File: config.mk
export PLATFORM = sky130hd
export DESIGN_NAME = menu_nav
export DESIGN_NICKNAME = d
export VERILOG_FILES = /design/src/rtl/snake_pkg.sv /design/src/rtl/menu_hit.sv /design/src/rtl/menu_nav.sv
export SDC_FILE = /design/constraint.sdc
export NUM_CORES = 1
export LEC_CHECK = 0
export ABC_AREA = 1
export ABC_CLOCK_PERIOD_IN_PS = 3580
export BUFFER_PORTS_ARGS = -buffer_cell sky130_fd_sc_hd__buf_2
export CAP_MARGIN = 15
export CORE_MARGIN = 1
export CORE_UTILIZATION = 53
export DETAILED_ROUTE_END_ITERATION = 12
export PLACE_DENSITY = 0.84
export SYNTH_ARGS = -nofsm -noshare
export SYNTH_HDL_FRONTEND = slang
export SYNTH_SLANG_ARGS = --single-unit
File: constraint.sdc
create_clock -name i_clk -period 3.58 [get_ports i_clk]
set_input_delay 0.358 -clock i_clk [delete_from_list [all_inputs] [get_ports i_clk]]
set_output_delay 0.358 -clock i_clk [all_outputs]
set_load 0.02 [all_outputs]
File: src/rtl/snake_pkg.sv
// rtl/snake_pkg.sv - shared menu state type and button geometry helpers
package snake_pkg;

    typedef enum logic [1:0] {
        IDLE  = 2'd0,
        PRESS = 2'd1,
        FIRE  = 2'd2,
        LOCK  = 2'd3
    } menu_nav_state;

    // Buttons form one centred column; gaps between buttons equal the button height.
    function automatic int btn_x(input int hor_pix);
        return hor_pix * 2 / 5;
    endfunction

    function automatic int btn_w(input int hor_pix);
        return hor_pix / 5;
    endfunction

    function automatic int btn_h(input int ver_pix, input int n_buttons);
        return ver_pix / (2 * n_buttons + 1);
    endfunction

    function automatic int btn_y(input int ver_pix, input int n_buttons, input int k);
        return ver_pix * (2 * k + 1) / (2 * n_buttons + 1);
    endfunction

endpackage

File: src/rtl/menu_hit.sv
// rtl/menu_hit.sv - registered pointer-to-button hit test
// Ports: i_clk, i_rst_n (async, active-low), i_mouse_x/i_mouse_y pointer position,
//        o_hover_valid pointer inside a button, o_hit_idx index of that button.
module menu_hit
    import snake_pkg::*;
#(
    parameter int N_BUTTONS = 3,
    parameter int HOR_PIX   = 1024,
    parameter int VER_PIX   = 768,
    parameter int POS_W     = 12,
    localparam int IDX_W    = $clog2(N_BUTTONS)
) (
    input  logic             i_clk,
    input  logic             i_rst_n,
    input  logic [POS_W-1:0] i_mouse_x,
    input  logic [POS_W-1:0] i_mouse_y,
    output logic             o_hover_valid,
    output logic [IDX_W-1:0] o_hit_idx
);

    localparam logic [31:0] X_LO = 32'(btn_x(HOR_PIX));
    localparam logic [31:0] X_HI = 32'(btn_x(HOR_PIX) + btn_w(HOR_PIX));
    localparam logic [31:0] H    = 32'(btn_h(VER_PIX, N_BUTTONS));

    logic [31:0]      w_x;
    logic [31:0]      w_y;
    logic [31:0]      w_y_lo;
    logic             w_hover;
    logic [IDX_W-1:0] w_idx;
    logic             r_hover;
    logic [IDX_W-1:0] r_idx;

    // Scan from the top index down so the lowest matching button wins.
    always_comb begin
        w_x     = 32'(i_mouse_x);
        w_y     = 32'(i_mouse_y);
        w_y_lo  = '0;
        w_hover = 1'b0;
        w_idx   = '0;
        for (int k = N_BUTTONS - 1; k >= 0; k--) begin
            w_y_lo = 32'(btn_y(VER_PIX, N_BUTTONS, k));
            if (w_x >= X_LO && w_x < X_HI && w_y >= w_y_lo && w_y < w_y_lo + H) begin
                w_hover = 1'b1;
                w_idx   = IDX_W'(k);
            end
        end
    end

    always_ff @(posedge i_clk or negedge i_rst_n) begin
        if (!i_rst_n) begin
            r_hover <= 1'b0;
            r_idx   <= '0;
        end else begin
            r_hover <= w_hover;
            r_idx   <= w_idx;
        end
    end

    assign o_hover_valid = r_hover;
    assign o_hit_idx     = r_idx;

endmodule

File: src/rtl/menu_nav.sv
// rtl/menu_nav.sv - mouse/keyboard menu navigation and selection controller
// Ports: i_clk, i_rst_n (async, active-low), i_enable menu active,
//        i_mouse_x/y/left pointer, i_key_up/down/enter keyboard strobes,
//        o_cursor_idx highlighted button, o_hover_valid, o_pressed,
//        o_sel_valid one-cycle selection pulse with o_sel_idx.
module menu_nav
    import snake_pkg::*;
#(
    parameter int N_BUTTONS = 3,
    parameter int HOR_PIX   = 1024,
    parameter int VER_PIX   = 768,
    parameter int POS_W     = 12,
    localparam int IDX_W    = $clog2(N_BUTTONS)
) (
    input  logic             i_clk,
    input  logic             i_rst_n,
    input  logic             i_enable,
    input  logic [POS_W-1:0] i_mouse_x,
    input  logic [POS_W-1:0] i_mouse_y,
    input  logic             i_mouse_left,
    input  logic             i_key_up,
    input  logic             i_key_down,
    input  logic             i_key_enter,
    output logic [IDX_W-1:0] o_cursor_idx,
    output logic             o_hover_valid,
    output logic             o_pressed,
    output logic             o_sel_valid,
    output logic [IDX_W-1:0] o_sel_idx
);

    localparam logic [IDX_W-1:0] LAST_IDX = IDX_W'(N_BUTTONS - 1);

    menu_nav_state    r_state;
    menu_nav_state    w_state_nxt;
    logic [IDX_W-1:0] r_cursor;
    logic [IDX_W-1:0] w_cursor_nxt;
    logic [IDX_W-1:0] r_sel_idx;
    logic [IDX_W-1:0] w_sel_nxt;
    logic [IDX_W-1:0] r_pressed_btn;
    logic [IDX_W-1:0] w_pbtn_nxt;
    logic             r_ml_q;
    logic             w_hover;
    logic [IDX_W-1:0] w_hit_idx;
    logic             w_ml_rise;
    logic             w_on_pbtn;

    menu_hit #(
        .N_BUTTONS (N_BUTTONS),
        .HOR_PIX   (HOR_PIX),
        .VER_PIX   (VER_PIX),
        .POS_W     (POS_W)
    ) u_hit (
        .i_clk         (i_clk),
        .i_rst_n       (i_rst_n),
        .i_mouse_x     (i_mouse_x),
        .i_mouse_y     (i_mouse_y),
        .o_hover_valid (w_hover),
        .o_hit_idx     (w_hit_idx)
    );

    // History resets high so a button already held at reset release is not an edge.
    assign w_ml_rise = i_mouse_left & ~r_ml_q;
    assign w_on_pbtn = w_hover && (w_hit_idx == r_pressed_btn);

    always_ff @(posedge i_clk or negedge i_rst_n) begin
        if (!i_rst_n) begin
            r_state       <= IDLE;
            r_cursor      <= '0;
            r_sel_idx     <= '0;
            r_pressed_btn <= '0;
            r_ml_q        <= 1'b1;
        end else begin
            r_state       <= w_state_nxt;
            r_cursor      <= w_cursor_nxt;
            r_sel_idx     <= w_sel_nxt;
            r_pressed_btn <= w_pbtn_nxt;
            r_ml_q        <= i_mouse_left;
        end
    end

    always_comb begin
        w_state_nxt  = r_state;
        w_cursor_nxt = r_cursor;
        w_sel_nxt    = r_sel_idx;
        w_pbtn_nxt   = r_pressed_btn;
        if (!i_enable) begin
            w_state_nxt = IDLE;
        end else begin
            case (r_state)
                IDLE: begin
                    // Hover overrides any key move in the same cycle.
                    if (w_hover) begin
                        w_cursor_nxt = w_hit_idx;
                    end else if (i_key_up && !i_key_down) begin
                        w_cursor_nxt = (r_cursor == '0) ? LAST_IDX : r_cursor - IDX_W'(1);
                    end else if (i_key_down && !i_key_up) begin
                        w_cursor_nxt = (r_cursor == LAST_IDX) ? '0 : r_cursor + IDX_W'(1);
                    end
                    if (w_ml_rise && w_hover) begin
                        w_state_nxt = PRESS;
                        w_pbtn_nxt  = w_hit_idx;
                    end else if (i_key_enter && !i_mouse_left) begin
                        w_state_nxt = FIRE;
                        w_sel_nxt   = r_cursor;
                    end
                end
                PRESS: begin
                    if (!i_mouse_left) begin
                        if (w_on_pbtn) begin
                            w_state_nxt = FIRE;
                            w_sel_nxt   = r_pressed_btn;
                        end else begin
                            w_state_nxt = IDLE;
                        end
                    end
                end
                FIRE: begin
                    w_state_nxt = LOCK;
                end
                LOCK: begin
                    if (!i_mouse_left && !i_key_enter) begin
                        w_state_nxt = IDLE;
                    end
                end
                default: begin
                    w_state_nxt = IDLE;
                end
            endcase
        end
    end

    always_comb begin
        o_cursor_idx  = r_cursor;
        o_hover_valid = w_hover;
        o_pressed     = (r_state == PRESS) && w_on_pbtn;
        o_sel_valid   = (r_state == FIRE) && i_enable;
        o_sel_idx     = r_sel_idx;
    end

endmodule

==> summary.md, run 1 <==
The count of hold-fix buffers inserted at cts was 1; the number of max-cap violations was 0. Summing all multi-input logic gate instances after layout gives 667 sq um. The DRC marker count from the first detailed-route iteration is 19. Together, buffers and inverters on the worst path number 2. The worst setup path is launched from a flip-flop. Summed over all cells, the static leakage comes to 0.000759 uW. The number of buffers inserted by post-CTS setup repair was 0. Clock root buffer: sky130_fd_sc_hd__clkbuf_4. For the final setup TNS, the log shows 0 ns.

The peak supply drop is 291 uV, and the number of buffers created by CTS is 3. The detailed-route wire length per cell works out to 9.11 um. The tightest hold path in the finished design has a slack of 0.238 ns. Of all nets on the critical path, the largest fanout is 6. The mean instance size in the synthesized netlist came out at 6.22 sq um. The synthesized design contains 12 register bits.

The largest buffer count on any clock path was 2. The proportion of layout cells with a drive suffix above 1 is 0.276, and the ratio of routed vias to standard cells is 4.85. TritonCTS built the clock tree. The finished cells cover 1350 sq um. The critical path goes through nor2_2, inv_2, nor2_4, buf_2. Between clock sinks in the finished design, the worst skew comes to 0.00583 ns. After global routing the overflow that remains totals 0. The run gives 1310 sq um as the standard cell area after detailed placement. Grouping stages by cell kind, the critical path spends the most delay in flip-flops.

The die covers 2240 sq um. Setup violations remaining at the end of the flow were counted as 0. The filler cell count in the final layout is 175. The synthesis-to-layout area growth was 24.4%; the clock latency on the worst-skew pair was 0.26 ns. The number of pins exceeding their max-slew limit in the final report was 0; the number of unique standard cell types used by synthesis was 24.

The port buffer count was 37; the wire length of the first global-routing pass was 3.47 mm. The core region is 1940 sq um. The tools report the non-filler instance count after layout as 244. The tools report the row count as 16. In the post-route analysis, the smallest setup slack over all paths is 1.86 ns. For the pin with the worst max-slew slack, the measured transition is 0.277 ns.

The post-route clock period utilization is 0.480. The layout net count is 253, and the final number of hold-violating endpoints is 0. The congestion estimate from routability-driven global placement came to 0.888. The total length of routed wires came out at 2.22 mm. The placed wire-length estimate is 1.85 mm. For this design, the slowest cell found on the critical path is sky130_fd_sc_hd__dfrtp_1. Counting every net in the synthesized netlist gives 210.

Data on the critical path is required at its endpoint by 3.22 ns. Timing would allow up to 582 MHz. The number of placed instances, taps included was 239; the quantity of gates resized following cts was 0.

The gate count of the mapped netlist is 175. The final routed DRC violation total was 0. The kind of end point of the critical path was an output port. The die is 47.3 um tall. After clock tree synthesis, the clock-pin slew on the worst setup and hold paths is 0.08 ns. OpenSTA, run right after detailed placement, puts the worst setup slack at 2.16 ns. The headroom to the max-slew limit is 0.815, and the aggregate global-route resource usage is 0.214. Before antenna repair, the detailed router went through 4 iterations. The number of global-route vias before repair is 962. The sequential cells in the finished layout cover a total of 302 sq um. The initial cell density of the core was 0.561; the worst endpoint data arrival time was 1.36 ns.

The path type of the worst min-delay path is in -> reg. The die extent in x was 47.3 um. The critical path is of the reg -> out type.

The power per unit of standard cell area works out to 442 nW/um^2. Pin placement for this block handled 38 I/O pins. Setup repair after global routing left no endpoint under its margin. After layout, the minimum clock period comes to 1.72 ns. The number of antenna violations at the first check in global routing is 0, and the antenna cell count is 0. Entering global routing, the biggest net connects 13 pins. For the combined area of all synthesized cells, the log shows 1090 sq um.

The run finished with clean final reports. The number of clock sinks was 12; the biggest cell delay along the critical path was 0.48 ns. The tools report the number of synthesis warnings as 0.

Detailed routing inserted a total of 1184 vias. The sequential cell area fraction in the yosys report is 0.277. The post-detailed-route count of antenna-violating nets is 0. The run gives 1 as the CTS H-tree depth.
==> cell families after synthesis <==
| family | synth area share |
|---|---|
| AND/OR/NAND/NOR | 0.397 |
| adder cells (fa/ha/maj) | 0.0460 |
| multiplexers | 0.0230 |
| AO/OA/AOI/OAI | 0.139 |
| XOR/XNOR | 0.00805 |
| buffers and inverters | 0.110 |
| flip-flops | 0.277 |
==> synth_stat cells (all sizes together) <==
library cell,number,area (sq um)
a211oi,1,7.51
mux2,1,15.0
mux2i,1,10.0
dfrtp,11,275
inv,32,120
nor3,2,10.0
ha,4,50.1
nand3b,1,7.51
dfstp,1,26.3
a21o,1,7.51
o21ai,18,93.8
o22ai,1,12.5
nor2,31,144
nand3,15,75.1
nand4,1,6.26
a21oi,6,30.0
nand2,47,189
xnor2,1,8.76
==> layout by cell type, fill, tap and decap left out, types with 2 or more instances in the layout <==
master,instances
sky130_fd_sc_hd__clkbuf_4,3
sky130_fd_sc_hd__buf_2,37
sky130_fd_sc_hd__nand2_2,5
sky130_fd_sc_hd__nor3_1,2
sky130_fd_sc_hd__nor2_2,5
sky130_fd_sc_hd__ha_1,4
sky130_fd_sc_hd__o21ai_0,16
sky130_fd_sc_hd__nand3_1,15
sky130_fd_sc_hd__nor2_1,24
sky130_fd_sc_hd__nor2_4,2
sky130_fd_sc_hd__inv_2,3
sky130_fd_sc_hd__inv_1,29
sky130_fd_sc_hd__a21oi_1,6
sky130_fd_sc_hd__nand2_1,42
sky130_fd_sc_hd__dfrtp_1,11
==> stage by stage <==
step	util	power, uW
final	0.697	598
after global routing	0.697	660
after CTS	0.697	601
after detailed placement	0.673	493
after global placement	0.673	480
after floorplan	-	406
==> power breakdown <==
group	internal, uW	total (uW)	leakage, uW	switching [uW]
Clock	61.6	106	0.0000210	44.6
Combinational	106	291	0.000582	185
Sequential	167	201	0.000156	33.7
==> sequential cells by signal, summed over array words and instances, names as in the netlist <==
| register | cells |
|---|---|
| r_state | 2 |
| u_hit.o_hover_valid | 1 |
| r_ml_q | 1 |
| o_sel_idx | 2 |
| u_hit.o_hit_idx | 2 |
| r_pressed_btn | 2 |
| o_cursor_idx | 2 |
==> path summary, 6_finish.rpt <==
path                         startpoint         endpoint  slack (ns)  cells after the start
hold reg to reg            o_sel_idx[1]     o_sel_idx[1]        0.47                      2
min in group asynchronous       i_rst_n  o_cursor_idx[1]        0.49                      2
setup / recovery             r_state[1]        o_pressed        1.86                      4
setup reg to reg                 r_ml_q       r_state[1]        2.29                      6
max in group asynchronous       i_rst_n           r_ml_q        2.81                      2
hold / removal             i_mouse_left           r_ml_q        0.24                      1
==> layer usage <==
metal  vias up  global-route usage  routed length [um]
met2        32               0.384                1130
met4         0              0.0571                   0
met3         0              0.0385                  88
met5         -                   0                   0
met1       518               0.260                1000
li1        634                   -                   -
==> final cells by class <==
cell class / instances / area share
multi-input cells: 131 / 0.493
well taps: 27 / 0.0250
flip-flops and latches: 12 / 0.223
repair buffers: 38 / 0.144
clock buffers: 4 / 0.0268
inverters: 32 / 0.0887
(Power assumes the default switching activity.)
==> run 2, diff against run 1 <==
--- a/config.mk
+++ b/config.mk
@@ -6,13 +6,13 @@
 export NUM_CORES = 1
 export LEC_CHECK = 0
 export ABC_AREA = 1
-export ABC_CLOCK_PERIOD_IN_PS = 3580
+export ABC_CLOCK_PERIOD_IN_PS = 1450
 export BUFFER_PORTS_ARGS = -buffer_cell sky130_fd_sc_hd__buf_2
 export CAP_MARGIN = 15
 export CORE_MARGIN = 1
-export CORE_UTILIZATION = 53
+export CORE_UTILIZATION = 45
 export DETAILED_ROUTE_END_ITERATION = 12
-export PLACE_DENSITY = 0.84
+export PLACE_DENSITY = 0.76
 export SYNTH_ARGS = -nofsm -noshare
 export SYNTH_HDL_FRONTEND = slang
 export SYNTH_SLANG_ARGS = --single-unit
==> constraint.sdc (replaced) <==
create_clock -name i_clk -period 1.45 [get_ports i_clk]
set_input_delay 0.145 -clock i_clk [delete_from_list [all_inputs] [get_ports i_clk]]
set_output_delay 0.145 -clock i_clk [all_outputs]
set_load 0.02 [all_outputs]
==> summary.md, run 2 (synthesized netlist as in run 1, its figures left out) <==
The number of clock sinks is 12. Setup repair after global routing could not meet its margin everywhere. The biggest cell delay along the critical path came out at 0.40 ns. Most common cell after layout, fill and taps aside: sky130_fd_sc_hd__nand2_1. The highest metal layer carrying signal wires in the routed design is met4. The analysis attributes to net switching a power of 685 uW. The portion of total power attributed to sequential cells came out at 0.324. The port buffer count is 37.

For the pin with the worst max-slew slack, the measured transition is 0.269 ns. In this run the worst hold path is classified as in -> reg. The die is 51.2 um tall. In this run the critical register-to-register path is launched from o_cursor_idx[0]. Counting cells, the worst reg-to-reg path comes to 7. The worst path required time came out at 1.31 ns. The wire-length estimate of the detail-placed layout is 2.02 mm. The logs give 1 for the CTS H-tree depth and 1.23 mm for the total length of routed met2 wires. The number of antenna diodes in the final layout is 0.

The share of total power in the clock network came out at 0.179. The start point of the critical path is r_pressed_btn[0]. 38 I/O pins were placed. The final layout contains routed wiring with a total length of 2.45 mm. Including well taps, the total number of placed cells is 240.

Counting both buffers and inverters, the worst setup path holds a total of 2. The run gives 1.09 mm as the wire length on met1. The total overflow reported by the global router was 0.

The category of cells accounting for the largest share of critical-path delay is flip-flops. The tools report the number of global-route vias before repair as 1132. Number of max-cap violations: 0.

Setup violations remaining at the end of the flow were counted as 0. The analysis attributes to cell leakage a power of 0.000785 uW. The standard cell area after detailed placement is 1310 sq um. TritonCTS built the clock tree. The final number of hold-violating endpoints came out at 0. The depth of the critical timing path with buffers and inverters included is 5, and the headroom to the max-slew limit is 0.821. The run gives 250 as the non-filler instance count after layout. The worst setup path is captured at an output port. The tools report the aggregate global-route resource usage as 0.219. Initial cell density of the core: 0.483. The critical path capture point is o_pressed. After filler insertion, the fill cell instance count of the layout stands at 217.

For the combinational share of power, the log shows 0.497. The switching part of the total power came out at 0.445. For this design, the slowest cell found on the critical path is sky130_fd_sc_hd__dfrtp_1. For the final database, setup skew stands at 0.00973 ns. The flow ran to the end, and the final reports show no timing, DRC or antenna violations. The tools report the global placer's final weighted congestion as 0.839.

The worst register-to-register path has a setup slack of 0.14 ns. The clock latency on the worst-skew pair was 0.29 ns; the wire length of the first global-routing pass was 4.38 mm. In the final routed layout, each cell accounts on average for 9.80 um. The final design instance area without fill is 1420 sq um. The run gives 3 as the number of buffers created by CTS. The detailed router placed 1207 vias in this run.

Data arrives at the worst endpoint at 1.26 ns. The critical path class was reg -> out. From synthesis to final layout, the design area changed by 30.6%. The library cells used most frequently in the layout, excluding fill and tap cells, are 41 x sky130_fd_sc_hd__nand2_1, 36 x sky130_fd_sc_hd__buf_2, 29 x sky130_fd_sc_hd__inv_1.

After floorplanning, the core was sized to cover 2250 sq um. The upper clock frequency limit came out at 713 MHz. The run gives 258 as the layout net count. The power per unit of standard cell area was 1080 nW/um^2. Walking the worst path, the cells encountered are buf_4, a21oi_2, nand2_2, nor2_4, buf_6.

In this run, the number of DRC markers left after iteration 0 of detailed routing was 26. After detailed routing, the number of remaining DRC violations is 0. The tools report the clock root buffer as sky130_fd_sc_hd__clkbuf_4. Row generation in the floorplan step produced 17 rows.

For the number of pins exceeding their max-slew limit in the final report, the log shows 0. The proportion of layout cells with a drive suffix above 1 is 0.306, and the number of antenna violations at the first check in global routing is 0. Dividing the detail-routed via count by the number of cells gives 4.83. Along the worst path, the maximum fanout reaches 3.

The routed design uses 120 um of met3 wire. For the post-detailed-route count of antenna-violating nets, the log shows 0. The tools report the startpoint kind of the worst setup timing path as a flip-flop.

The largest buffer count on any clock path was 2. The internal power component came out at 855 uW. The post-route minimum period is 1.40 ns, and the peak supply drop is 1080 uV.

The tools report the total iterations of the first detailed-routing run as 4. The clock input transition at the sequential cells of the worst setup and hold paths works out to 0.07 ns. In this run the critical register-to-register path is captured at o_cursor_idx[1].

Die extent in x: 51.2 um. The post-route clock period utilization is 0.967. Entering global routing, the biggest net connects 13 pins. The floorplan step defined a die boundary enclosing 2620 sq um.
-- run 2: cell type report --
cell class	instances	area, sq um	share of cell area
Sequential cell	12	303	0.213
Tap cell	28	35.0	0.0246
Clock buffer	4	36.3	0.0255
Timing Repair Buffer	43	241	0.170
Multi-Input combinational cell	131	686	0.482
Inverter	32	120	0.0845
-- run 2: how the worst min path moves through the flow --
| stage | end | slack, ns | start | cells past startpoint |
|---|---|---|---|---|
| 2_1_floorplan | o_cursor_idx[0] | -0.15 | i_rst_n | 0 |
| 3_3_place_gp | r_pressed_btn[1] | 0.03 | i_rst_n | 1 |
| 3_5_place_dp | r_pressed_btn[1] | 0.04 | i_rst_n | 1 |
| 4_1_cts | r_state[0] | 0.16 | i_enable | 3 |
| 5_1_grt | r_state[0] | 0.18 | i_enable | 3 |
| 6_report | r_state[0] | 0.17 | i_enable | 3 |
-- run 2: power by group through the flow --
stage / clock network, uW / logic (uW) / registers (uW)
floorplan: 0 / 451 / 552
global placement: 0 / 691 / 494
detailed placement: 0 / 723 / 501
CTS: 280 / 740 / 499
global route: 298 / 880 / 503
finish: 276 / 765 / 499
-- run 2: tightest hold or removal path, delay by kind of cell --
| kind | cells | cell delay, ns |
|---|---|---|
| buf+inv | 1 | 0.13 |
| simple gates | 2 | 0.13 |
-- run 2: per-stage QoR --
| step | util | power (uW) | hold slack (ns) | setup slack, ns | setup TNS, ns |
|---|---|---|---|---|---|
| floorplan | - | 1000 | -0.151 | 0.121 | 0 |
| global placement | 0.580 | 1180 | 0.0309 | 0.245 | 0 |
| detailed placement | 0.580 | 1220 | 0.0427 | 0.161 | 0 |
| CTS | 0.617 | 1520 | 0.155 | 0.0101 | 0 |
| global route | 0.630 | 1680 | 0.178 | -0.0392 | -0.0392 |
| finish | 0.630 | 1540 | 0.167 | 0.0474 | 0 |
-- run 2: timing repair --
action | CTS | global route
hold endpoints to repair | 13 | 0
endpoints found under the setup margin | 1 | 1
hold buffers | 2 | 0
resized for setup | 3 | 4
buffers inserted | 2 | 2
-- run 2: routing by layer --
metal	global-route usage	up-vias
met2	0.408	33
met5	0	-
met4	0.0417	0
met1	0.250	530
li1	-	641
met3	0.0536	3
